$ cat config.mk
export PLATFORM = sky130hd
export DESIGN_NAME = mem_port_arbiter_flat
export DESIGN_NICKNAME = d
export VERILOG_FILES = /design/src/rtl/mem_port_arbiter_if.sv /design/src/rtl/mem_port_arbiter.sv /design/src/flat_wrapper.sv
export SDC_FILE = /design/constraint.sdc
export NUM_CORES = 1
export LEC_CHECK = 0
export BUFFER_PORTS_ARGS = -buffer_cell sky130_fd_sc_hd__buf_2
export CORE_AREA = 2 2 107 109
export DETAILED_ROUTE_END_ITERATION = 6
export DIE_AREA = 0 0 109 111
export PLACE_DENSITY = 0.81
export SYNTH_ARGS = -nofsm -noshare
export SYNTH_HDL_FRONTEND = slang
export SYNTH_SLANG_ARGS = --single-unit
export TNS_END_PERCENT = 5
$ cat constraint.sdc
create_clock -name clk -period 1.8 [get_ports clk]
set_input_delay 0.27 -clock clk [delete_from_list [all_inputs] [get_ports clk]]
set_output_delay 0.27 -clock clk [all_outputs]
set_load 0.05 [all_outputs]
$ cat src/rtl/mem_port_arbiter_if.sv
// rtl/mem_port_arbiter_if.sv - fetch/data/memory bus bundle shared by the arbiter and its neighbours
interface mem_port_arbiter_if #(
    parameter int AW = 32,
    parameter int DW = 32
);
    // instruction fetch side
    logic            if_req;
    logic [AW-1:0]   if_addr;
    logic            if_flush;
    logic            if_gnt;
    logic            if_rvalid;
    logic [DW-1:0]   if_rdata;
    // data access side
    logic            dm_req;
    logic            dm_we;
    logic [DW/8-1:0] dm_be;
    logic [AW-1:0]   dm_addr;
    logic [DW-1:0]   dm_wdata;
    logic            dm_gnt;
    logic            dm_rvalid;
    logic [DW-1:0]   dm_rdata;
    // external memory side
    logic            bus_req;
    logic            bus_we;
    logic [DW/8-1:0] bus_be;
    logic [AW-1:0]   bus_addr;
    logic [DW-1:0]   bus_wdata;
    logic            bus_gnt;
    logic            bus_rvalid;
    logic [DW-1:0]   bus_rdata;

    // arbiter view
    modport slave (
        input  if_req, if_addr, if_flush,
        input  dm_req, dm_we, dm_be, dm_addr, dm_wdata,
        input  bus_gnt, bus_rvalid, bus_rdata,
        output if_gnt, if_rvalid, if_rdata,
        output dm_gnt, dm_rvalid, dm_rdata,
        output bus_req, bus_we, bus_be, bus_addr, bus_wdata
    );

    // requester / memory view
    modport master (
        output if_req, if_addr, if_flush,
        output dm_req, dm_we, dm_be, dm_addr, dm_wdata,
        output bus_gnt, bus_rvalid, bus_rdata,
        input  if_gnt, if_rvalid, if_rdata,
        input  dm_gnt, dm_rvalid, dm_rdata,
        input  bus_req, bus_we, bus_be, bus_addr, bus_wdata
    );
endinterface

$ cat src/rtl/mem_port_arbiter.sv
// rtl/mem_port_arbiter.sv - single-outstanding IF/DM arbiter onto one unified memory bus
module mem_port_arbiter #(
    parameter int AW            = 32,
    parameter int DW            = 32,
    parameter int MAX_DM_STREAK = 4
) (
    input  logic              clk,
    input  logic              reset,
    mem_port_arbiter_if.slave mif
);
    localparam int BW = DW / 8;
    localparam int SW = $clog2(MAX_DM_STREAK + 1);
    localparam logic [SW-1:0] STREAK_MAX = SW'(MAX_DM_STREAK);

    typedef enum logic [1:0] {IDLE, REQ, WAIT} state_t;
    typedef enum logic {OWN_IF, OWN_DM} owner_t;

    state_t          state_q, state_d;
    owner_t          owner_q, owner_d;
    logic            killed_q, killed_d;
    logic [SW-1:0]   streak_q, streak_d;
    logic [AW-1:0]   addr_q, addr_d;
    logic            we_q, we_d;
    logic [BW-1:0]   be_q, be_d;
    logic [DW-1:0]   wdata_q, wdata_d;
    logic            dm_win, if_win;

    // Arbitration, bus drive and response routing; all outputs held at 0 while reset is asserted
    always_comb begin
        state_d       = state_q;
        owner_d       = owner_q;
        killed_d      = killed_q;
        streak_d      = streak_q;
        addr_d        = addr_q;
        we_d          = we_q;
        be_d          = be_q;
        wdata_d       = wdata_q;
        dm_win        = 1'b0;
        if_win        = 1'b0;
        mif.if_gnt    = 1'b0;
        mif.if_rvalid = 1'b0;
        mif.if_rdata  = '0;
        mif.dm_gnt    = 1'b0;
        mif.dm_rvalid = 1'b0;
        mif.dm_rdata  = '0;
        mif.bus_req   = 1'b0;
        mif.bus_we    = 1'b0;
        mif.bus_be    = '0;
        mif.bus_addr  = '0;
        mif.bus_wdata = '0;
        if (!reset) begin
            case (state_q)
                IDLE: begin
                    killed_d = 1'b0;
                    // DM wins unless IF has already been passed over MAX_DM_STREAK times in a row
                    dm_win = mif.dm_req && !(mif.if_req && (streak_q == STREAK_MAX));
                    if_win = !dm_win && mif.if_req && !mif.if_flush;
                    if (dm_win) begin
                        mif.dm_gnt = 1'b1;
                        owner_d    = OWN_DM;
                        addr_d     = mif.dm_addr;
                        we_d       = mif.dm_we;
                        be_d       = mif.dm_be;
                        wdata_d    = mif.dm_wdata;
                        if (mif.if_req)
                            streak_d = (streak_q == STREAK_MAX) ? streak_q : streak_q + SW'(1);
                        else
                            streak_d = '0;
                        state_d = REQ;
                    end else if (if_win) begin
                        mif.if_gnt = 1'b1;
                        owner_d    = OWN_IF;
                        addr_d     = mif.if_addr;
                        we_d       = 1'b0;
                        be_d       = '1;
                        wdata_d    = '0;
                        streak_d   = '0;
                        state_d    = REQ;
                    end
                end
                REQ: begin
                    // request stays up even for a killed fetch; the memory must see it through
                    mif.bus_req   = 1'b1;
                    mif.bus_we    = we_q;
                    mif.bus_be    = be_q;
                    mif.bus_addr  = addr_q;
                    mif.bus_wdata = wdata_q;
                    if (owner_q == OWN_IF && mif.if_flush)
                        killed_d = 1'b1;
                    if (mif.bus_gnt)
                        state_d = WAIT;
                end
                WAIT: begin
                    if (owner_q == OWN_IF && mif.if_flush)
                        killed_d = 1'b1;
                    if (mif.bus_rvalid) begin
                        state_d  = IDLE;
                        killed_d = 1'b0;
                        if (owner_q == OWN_DM) begin
                            mif.dm_rvalid = 1'b1;
                            mif.dm_rdata  = mif.bus_rdata;
                        end else if (!(killed_q || mif.if_flush)) begin
                            // a flush arriving with the response kills it as well
                            mif.if_rvalid = 1'b1;
                            mif.if_rdata  = mif.bus_rdata;
                        end
                    end
                end
                default: state_d = IDLE;
            endcase
        end
    end

    // State and latched transaction registers
    always_ff @(posedge clk) begin
        if (reset) begin
            state_q  <= IDLE;
            owner_q  <= OWN_IF;
            killed_q <= 1'b0;
            streak_q <= '0;
            addr_q   <= '0;
            we_q     <= 1'b0;
            be_q     <= '0;
            wdata_q  <= '0;
        end else begin
            state_q  <= state_d;
            owner_q  <= owner_d;
            killed_q <= killed_d;
            streak_q <= streak_d;
            addr_q   <= addr_d;
            we_q     <= we_d;
            be_q     <= be_d;
            wdata_q  <= wdata_d;
        end
    end
endmodule

$ cat src/flat_wrapper.sv
// flat-port wrapper written by rule: the top's interface ports become plain ports
module mem_port_arbiter_flat 
#(
    parameter int AW            = 32,
    parameter int DW            = 32,
    parameter int MAX_DM_STREAK = 4
)
  (clk, reset, mif_if_req, mif_if_addr, mif_if_flush, mif_dm_req, mif_dm_we, mif_dm_be, mif_dm_addr, mif_dm_wdata, mif_bus_gnt, mif_bus_rvalid, mif_bus_rdata, mif_if_gnt, mif_if_rvalid, mif_if_rdata, mif_dm_gnt, mif_dm_rvalid, mif_dm_rdata, mif_bus_req, mif_bus_we, mif_bus_be, mif_bus_addr, mif_bus_wdata);
  mem_port_arbiter_if #(.AW(AW), .DW(DW)) mif_i ();
  input  logic clk;
  input  logic reset;
  input wire logic [$bits(mif_i.if_req)-1:0] mif_if_req;
  input wire logic [$bits(mif_i.if_addr)-1:0] mif_if_addr;
  input wire logic [$bits(mif_i.if_flush)-1:0] mif_if_flush;
  input wire logic [$bits(mif_i.dm_req)-1:0] mif_dm_req;
  input wire logic [$bits(mif_i.dm_we)-1:0] mif_dm_we;
  input wire logic [$bits(mif_i.dm_be)-1:0] mif_dm_be;
  input wire logic [$bits(mif_i.dm_addr)-1:0] mif_dm_addr;
  input wire logic [$bits(mif_i.dm_wdata)-1:0] mif_dm_wdata;
  input wire logic [$bits(mif_i.bus_gnt)-1:0] mif_bus_gnt;
  input wire logic [$bits(mif_i.bus_rvalid)-1:0] mif_bus_rvalid;
  input wire logic [$bits(mif_i.bus_rdata)-1:0] mif_bus_rdata;
  output wire logic [$bits(mif_i.if_gnt)-1:0] mif_if_gnt;
  output wire logic [$bits(mif_i.if_rvalid)-1:0] mif_if_rvalid;
  output wire logic [$bits(mif_i.if_rdata)-1:0] mif_if_rdata;
  output wire logic [$bits(mif_i.dm_gnt)-1:0] mif_dm_gnt;
  output wire logic [$bits(mif_i.dm_rvalid)-1:0] mif_dm_rvalid;
  output wire logic [$bits(mif_i.dm_rdata)-1:0] mif_dm_rdata;
  output wire logic [$bits(mif_i.bus_req)-1:0] mif_bus_req;
  output wire logic [$bits(mif_i.bus_we)-1:0] mif_bus_we;
  output wire logic [$bits(mif_i.bus_be)-1:0] mif_bus_be;
  output wire logic [$bits(mif_i.bus_addr)-1:0] mif_bus_addr;
  output wire logic [$bits(mif_i.bus_wdata)-1:0] mif_bus_wdata;
  assign mif_i.if_req = mif_if_req;
  assign mif_i.if_addr = mif_if_addr;
  assign mif_i.if_flush = mif_if_flush;
  assign mif_i.dm_req = mif_dm_req;
  assign mif_i.dm_we = mif_dm_we;
  assign mif_i.dm_be = mif_dm_be;
  assign mif_i.dm_addr = mif_dm_addr;
  assign mif_i.dm_wdata = mif_dm_wdata;
  assign mif_i.bus_gnt = mif_bus_gnt;
  assign mif_i.bus_rvalid = mif_bus_rvalid;
  assign mif_i.bus_rdata = mif_bus_rdata;
  assign mif_if_gnt = mif_i.if_gnt;
  assign mif_if_rvalid = mif_i.if_rvalid;
  assign mif_if_rdata = mif_i.if_rdata;
  assign mif_dm_gnt = mif_i.dm_gnt;
  assign mif_dm_rvalid = mif_i.dm_rvalid;
  assign mif_dm_rdata = mif_i.dm_rdata;
  assign mif_bus_req = mif_i.bus_req;
  assign mif_bus_we = mif_i.bus_we;
  assign mif_bus_be = mif_i.bus_be;
  assign mif_bus_addr = mif_i.bus_addr;
  assign mif_bus_wdata = mif_i.bus_wdata;
  mem_port_arbiter #(.AW(AW), .DW(DW), .MAX_DM_STREAK(MAX_DM_STREAK)) u_core (.clk(clk), .reset(reset), .mif(mif_i));
endmodule
Yosys cells after proc, flatten, opt, wreduce, memory -nomap -nowiden

Index checks and enable logic that the tools add are counted.

Register bits after elaboration: 76
Output and inout bits: 138

Add/sub/neg operators: 1
Equal/unequal tests: 7
Muxes and demuxes: 56
Bitwise operators: 1
Reductions and logical operators: 15

Operator list:

| cell                                           | number |
|---|---|
| 2-to-1 mux 32 bit                              | 17 |
| 2-to-1 mux 1 bit                               | 25 |
| 2-to-1 mux 4 bit                               | 4 |
| 2-to-1 mux 3 bit                               | 4 |
| 2-to-1 mux 2 bit                               | 4 |
| one-hot mux 2 bit (3 select lines)             | 1 |
| AND reduction 3 bit                            | 2 |
| logical AND 1 bit                              | 5 |
| != test 2 bit (second input constant)          | 2 |
| adder 3 x 1 -> 3 bit (second input constant)   | 1 |
| == test 3 bit (second input constant)          | 1 |
| logical NOT 1 bit                              | 3 |
| != test 3 x 1 -> 1 bit (second input constant) | 1 |
| != test 3 bit (second input constant)          | 1 |
| one-hot mux 1 bit (3 select lines)             | 1 |
| nonzero test 3 bit                             | 1 |
| == test 2 x 1 -> 1 bit (second input constant) | 1 |
| == test 2 bit (second input constant)          | 1 |
| logical NOT 2 bit                              | 1 |
| AND reduction 2 bit                            | 1 |
| nonzero test 2 bit                             | 1 |
| logical OR 1 bit                               | 1 |
| NOT 1 bit                                      | 1 |

Depth between registers and ports, before layout

Word-level depth: 11
Mapped depth: 8
Depth with buffers taken out: 6

Worst setup path after synthesis

No wires, ideal clock.

Kind: register to output
Start point: register u_core.streak_q[0]
End point: output mif_if_gnt
Arrival: 2.172 ns
Required time: 1.530 ns
Slack: -0.642 ns
Cell stages (with the launch flop): 8
Buffers on the path: 2
Path through: dfxtp_1 -> inv_1 -> ha_1 -> nand3_1 -> and2_1 -> buf_2 -> buf_2 -> nor3_1

Word-level cells in the longest chain between the ends: 11

RTL lines:

| item                            | RTL line                | text |
|---|---|---|
| start, declared                 | mem_port_arbiter.sv:21  | `logic [SW-1:0] streak_q, streak_d;` |
| start signal, assigned          | mem_port_arbiter.sv:129 | `streak_q <= streak_d;` |
| == test 3 bit *                 | mem_port_arbiter.sv:56  | `dm_win = mif.dm_req && !(mif.if_req && (streak_q == STREAK_MAX));` |
| logical AND 1 bit *             | mem_port_arbiter.sv:56  |  |
| logical NOT 1 bit *             | mem_port_arbiter.sv:56  |  |
| logical AND 1 bit *             | mem_port_arbiter.sv:56  |  |
| logical NOT 1 bit               | mem_port_arbiter.sv:57  | `if_win = !dm_win && mif.if_req && !mif.if_flush;` |
| logical AND 1 bit (2 in series) | mem_port_arbiter.sv:57  |  |
| 2-to-1 mux 1 bit                | mem_port_arbiter.sv:70  | `end else if (if_win) begin` |
| 2-to-1 mux 1 bit *              | mem_port_arbiter.sv:58  | `if (dm_win) begin` |
| 2-to-1 mux 1 bit *              | mem_port_arbiter.sv:52  | `case (state_q)` |
| 2-to-1 mux 1 bit *              | mem_port_arbiter.sv:51  | `if (!reset) begin` |
| end, declared                   | flat_wrapper.sv:23      | `output wire logic [$bits(mif_i.if_gnt)-1:0] mif_if_gnt;` |

Every way passes the cells marked *; elsewhere a longest branch is shown, timed or not.

Worst setup path in the final report

Start point: register u_core.state_q[0]
End point: output mif_if_rdata[22]

Word-level cells in the longest chain between the ends: 3

RTL lines:

| item                   | RTL line                | text |
|---|---|---|
| start, declared        | mem_port_arbiter.sv:18  | `state_t state_q, state_d;` |
| start signal, assigned | mem_port_arbiter.sv:126 | `state_q <= state_d;` |
| == test 2 bit          | mem_port_arbiter.sv:52  |  |
| 2-to-1 mux 32 bit      | mem_port_arbiter.sv:52  |  |
| 2-to-1 mux 32 bit      | mem_port_arbiter.sv:51  |  |
| end, declared          | flat_wrapper.sv:25      | `output wire logic [$bits(mif_i.if_rdata)-1:0] mif_if_rdata;` |

No other way between the ends.

==> impl_results.md <==
* Layout filler cell count at between 700 and 800
* Grt ovf at 0
* DR vias/cell at 5.23
* Initial Util at 40.2%
* Antenna violations before repair at 0
* Die ar. at around 0.012 mm^2
* Clk_lat worst skew at 0.32 ns
* WL final at 17.0 mm
* LEAKAGE at 0.00370 uW
* Row count at 39
* Placer congestion estimate at 0.813
* TritonCTS buffer count at 9
* WS Path Type: flip-flop to primary output
* Final Power at 5710 uW
* Utilization after layout at 71.1%
* Worst slew pin tran at about 0.42 ns
* Core Region at 0.0111 mm^2
* Final Hold Vio Count at 0
* Area of the multi-input gates at just under 0.003 mm^2
* Chip width at 109 um
* TritonCTS clock tree: built
* Final Max Tran Viols at 0
* Top delay family on crit path: simple AND/OR/NAND/NOR gates
* CP Launch Type: flip-flop
* 1st-iter DRT viols at about 440
* Largest net degree at the start of global routing at 73
* Commonest cells after routing, fill and taps aside: 138 x buf_2, 80 x and2_1, 77 x buf_6
* Drt pass-1 iters at 4
* Net switching power at 1900 uW
* Achievable frequency at 469 MHz
* Fin Clk Skew at 0.00590 ns
* Sequential Power Share at 35.4%
* Final-stage net count at between 900 and 1000
* CP Max Fanout at 16
* Int Pwr at 3820 uW
* Deepest clock path buffer count at 2
* Pre-CTS setup slack at between 0.015 and 0.02 ns
* Yosys cell types at 35
* Tmin final at 2.13 ns
* Period Utilization, post-route at 118%
* Crit path largest cell delay at ~0.36 ns
* Logic pwr share at between 30% and 40%
* Total track usage at 24.4%
* Complex-gate fraction of the synthesized area at 2.61%
* Cells after Synth at 546
* Yosys Warn Count at 0
* Status: finished with violations
* Die H at 111 um
* Avg Inst Size Synth at 8.16 um^2
* Crit-path slowest cell: dfxtp_4
* XOR/XNOR Fraction of Synth Area at 0%
* Critical path buffer and inverter count at 3
* CP most frequent cell: buf_6
* Post-synthesis mux area share at 7.66%
* Share of cells above drive strength 1 at between 50 and 60%
* Final setup margin at -0.333 ns
* Main combinational cell family by area after synthesis: simple AND/OR/NAND/NOR gates
* Count of state elements after synthesis at between 70 and 80
* Hold Path Sink: u_core.wdata_q[7]
* Clock slew at reported path FFs at approximately 0.06 ns
* First-pass GRT wire length at 23.7 mm
* Diodes inserted at 0
* Synthesis-to-layout area growth at 76.6%
* Synth Area in Simple Gates at 48.0%
* RSZ-0062 raised after global routing: yes
* Max VDD drop at between 0.4 and 0.5 mV
* Root buf cell: clkbuf_16
* Ports at 278
* R2R depth at 9
* Vias in the first global route at 4702
* Register area at 0.00153 mm^2
* Antenna Nets Post-Route at 0
* Max-cap violations at 0
* Post-DP HPWL at 9.51 mm
* CP Data Arrival Time at 1.86 ns
* Worst rel slew slack at 72.2%
* I/O Buffers at 277
* R2r setup slk at 0.03 ns
* Sequential share of the synthesized area at 34.1%
* Crit end category: primary output
* Synth Net Count at 692
* Net Sw Frac at approximately a third
* H-tree Lvls at 3
* WHS Path Cells at 3
* Hold Path Class: primary input to flip-flop
* # DRC at 0
* Worst path cell trace: inv_4, ha_4, nand3b_1, nor4_4, buf_6, and2_1, buf_6
* Post-synth ARST share at 0%
* Reg2Reg Launch Point: u_core.state_q[0]
* Synth Area in Adders at 1.68%
* Clock power share at 31.4%
* Worst Hold Launch: mif_dm_wdata[7]
* Wirelength per Cell at 17.6 um
* Pwr Density at 726 mW/mm^2
* Commonest non-fill, non-tap cell in the layout: buf_2
* Vias at 5038
* Top FF cell, synth: dfxtp_1
* Failing checks: setup timing
* R2r endpoint: u_core.wdata_q[12]
* Setup Viol. Count Final at 138
* Post-Syn Area at 0.00446 mm^2
* Post-synth EDFFs at 0
* Sink Count at 76
* CP required at 1.53 ns
routing by layer:
metal | part of all wire, % | routed length (um) | track usage, % | vias to the layer above
li1 | - | - | - | 2354
met5 | 0 | 0 | 0 | -
met1 | 38 | 6370 | 28.9 | 2372
met2 | 51 | 8610 | 42.2 | 259
met3 | 8.7 | 1470 | 6.23 | 53
met4 | 3.1 | 531 | 7.95 | 0
stage by stage:
stage | hold WS, ns | cells | TNS, ns | area, um^2
floorplan | 0.414 | 546 | -2.49 | 4510
global placement | 0.475 | 938 | 0 | 6130
detailed placement | 0.479 | 938 | 0 | 6130
CTS | 0.165 | 960 | -25.77 | 7370
global route | 0.167 | 964 | -42.67 | 7880
finish | 0.176 | 964 | -30.92 | 7880
Yosys cell counts (3+ instances only):
cell type	number	share of area [%]
a211oi_1	3	0.51
dfxtp_1	76	34
nor3_1	69	7.7
and2_0	7	0.98
buf_2	15	1.7
nor2_1	76	6.4
nor4_2	27	7.6
nor4_1	6	0.84
a21oi_1	5	0.56
nand3_1	3	0.34
inv_1	9	0.76
ha_1	6	1.7
mux2i_1	33	7.4
and2_1	160	22
buf_6	4	1.0
clkbuf_1	25	2.1
layout make-up:
type	instances	area share, %
clock inverter	5	0.779
tap	143	2.27
multi-input combinational	414	36.9
timing repair buffer	305	37.2
sequential	76	19.4
clock buffer	11	2.96
inverter	10	0.508
registers in the layout, indices dropped and copies added, names as in the netlist:
signal and cells:
u_core.addr_q 32, u_core.wdata_q 32, u_core.be_q 4, u_core.streak_q 3
u_core.state_q 2, u_core.killed_q 1, u_core.owner_q 1, u_core.we_q 1
worst max path at each step:
stage	from	to	slack [ns]	cells after the start
finish	u_core.state_q[0]	mif_if_rdata[22]	-0.33	7
global route	u_core.state_q[0]	mif_if_rdata[22]	-0.42	7
CTS	u_core.state_q[0]	mif_dm_rdata[12]	-0.27	7
detailed placement	u_core.state_q[1]	mif_bus_wdata[8]	0.02	7
global placement	u_core.state_q[1]	mif_bus_wdata[8]	0.03	7
floorplan	u_core.state_q[0]	mif_if_rdata[10]	-0.11	6
worst reg2reg max path: cells and delay by family, from the launching register on:
family / cells / cell delay, ns
buffers and inverters: 4 / 0.50
DFF: 1 / 0.36
and+or+nand+nor: 3 / 0.39
muxes: 1 / 0.16
adders and majority gates: 1 / 0.24
power groups by stage:
stage | Sequential (uW) | Combinational [uW] | Clock (uW)
final | 2020 | 1900 | 1800
after global routing | 2040 | 2030 | 1910
after CTS | 2000 | 1790 | 1840
after detailed placement | 2030 | 1580 | 0
after global placement | 2020 | 1560 | 0
after floorplan | 2000 | 1120 | 0
cells by family after synthesis:
| group | after synthesis |
|---|---|
| adder cells (fa/ha/maj) | 6 |
| flip-flops | 76 |
| AND/OR/NAND/NOR | 359 |
| buffers and inverters | 56 |
| multiplexers | 34 |
| AO/OA/AOI/OAI | 15 |
repair_timing:
item | in CTS | in global routing
setup buffers | 3 | 2
gates resized for setup | 276 | 136
pin swaps | 1 | 22
hold buffers | 0 | 0
endpoints found under the setup margin | 138 | 160
gates cloned | 3 | 2
No activity file was read; power rests on OpenSTA's default activity.
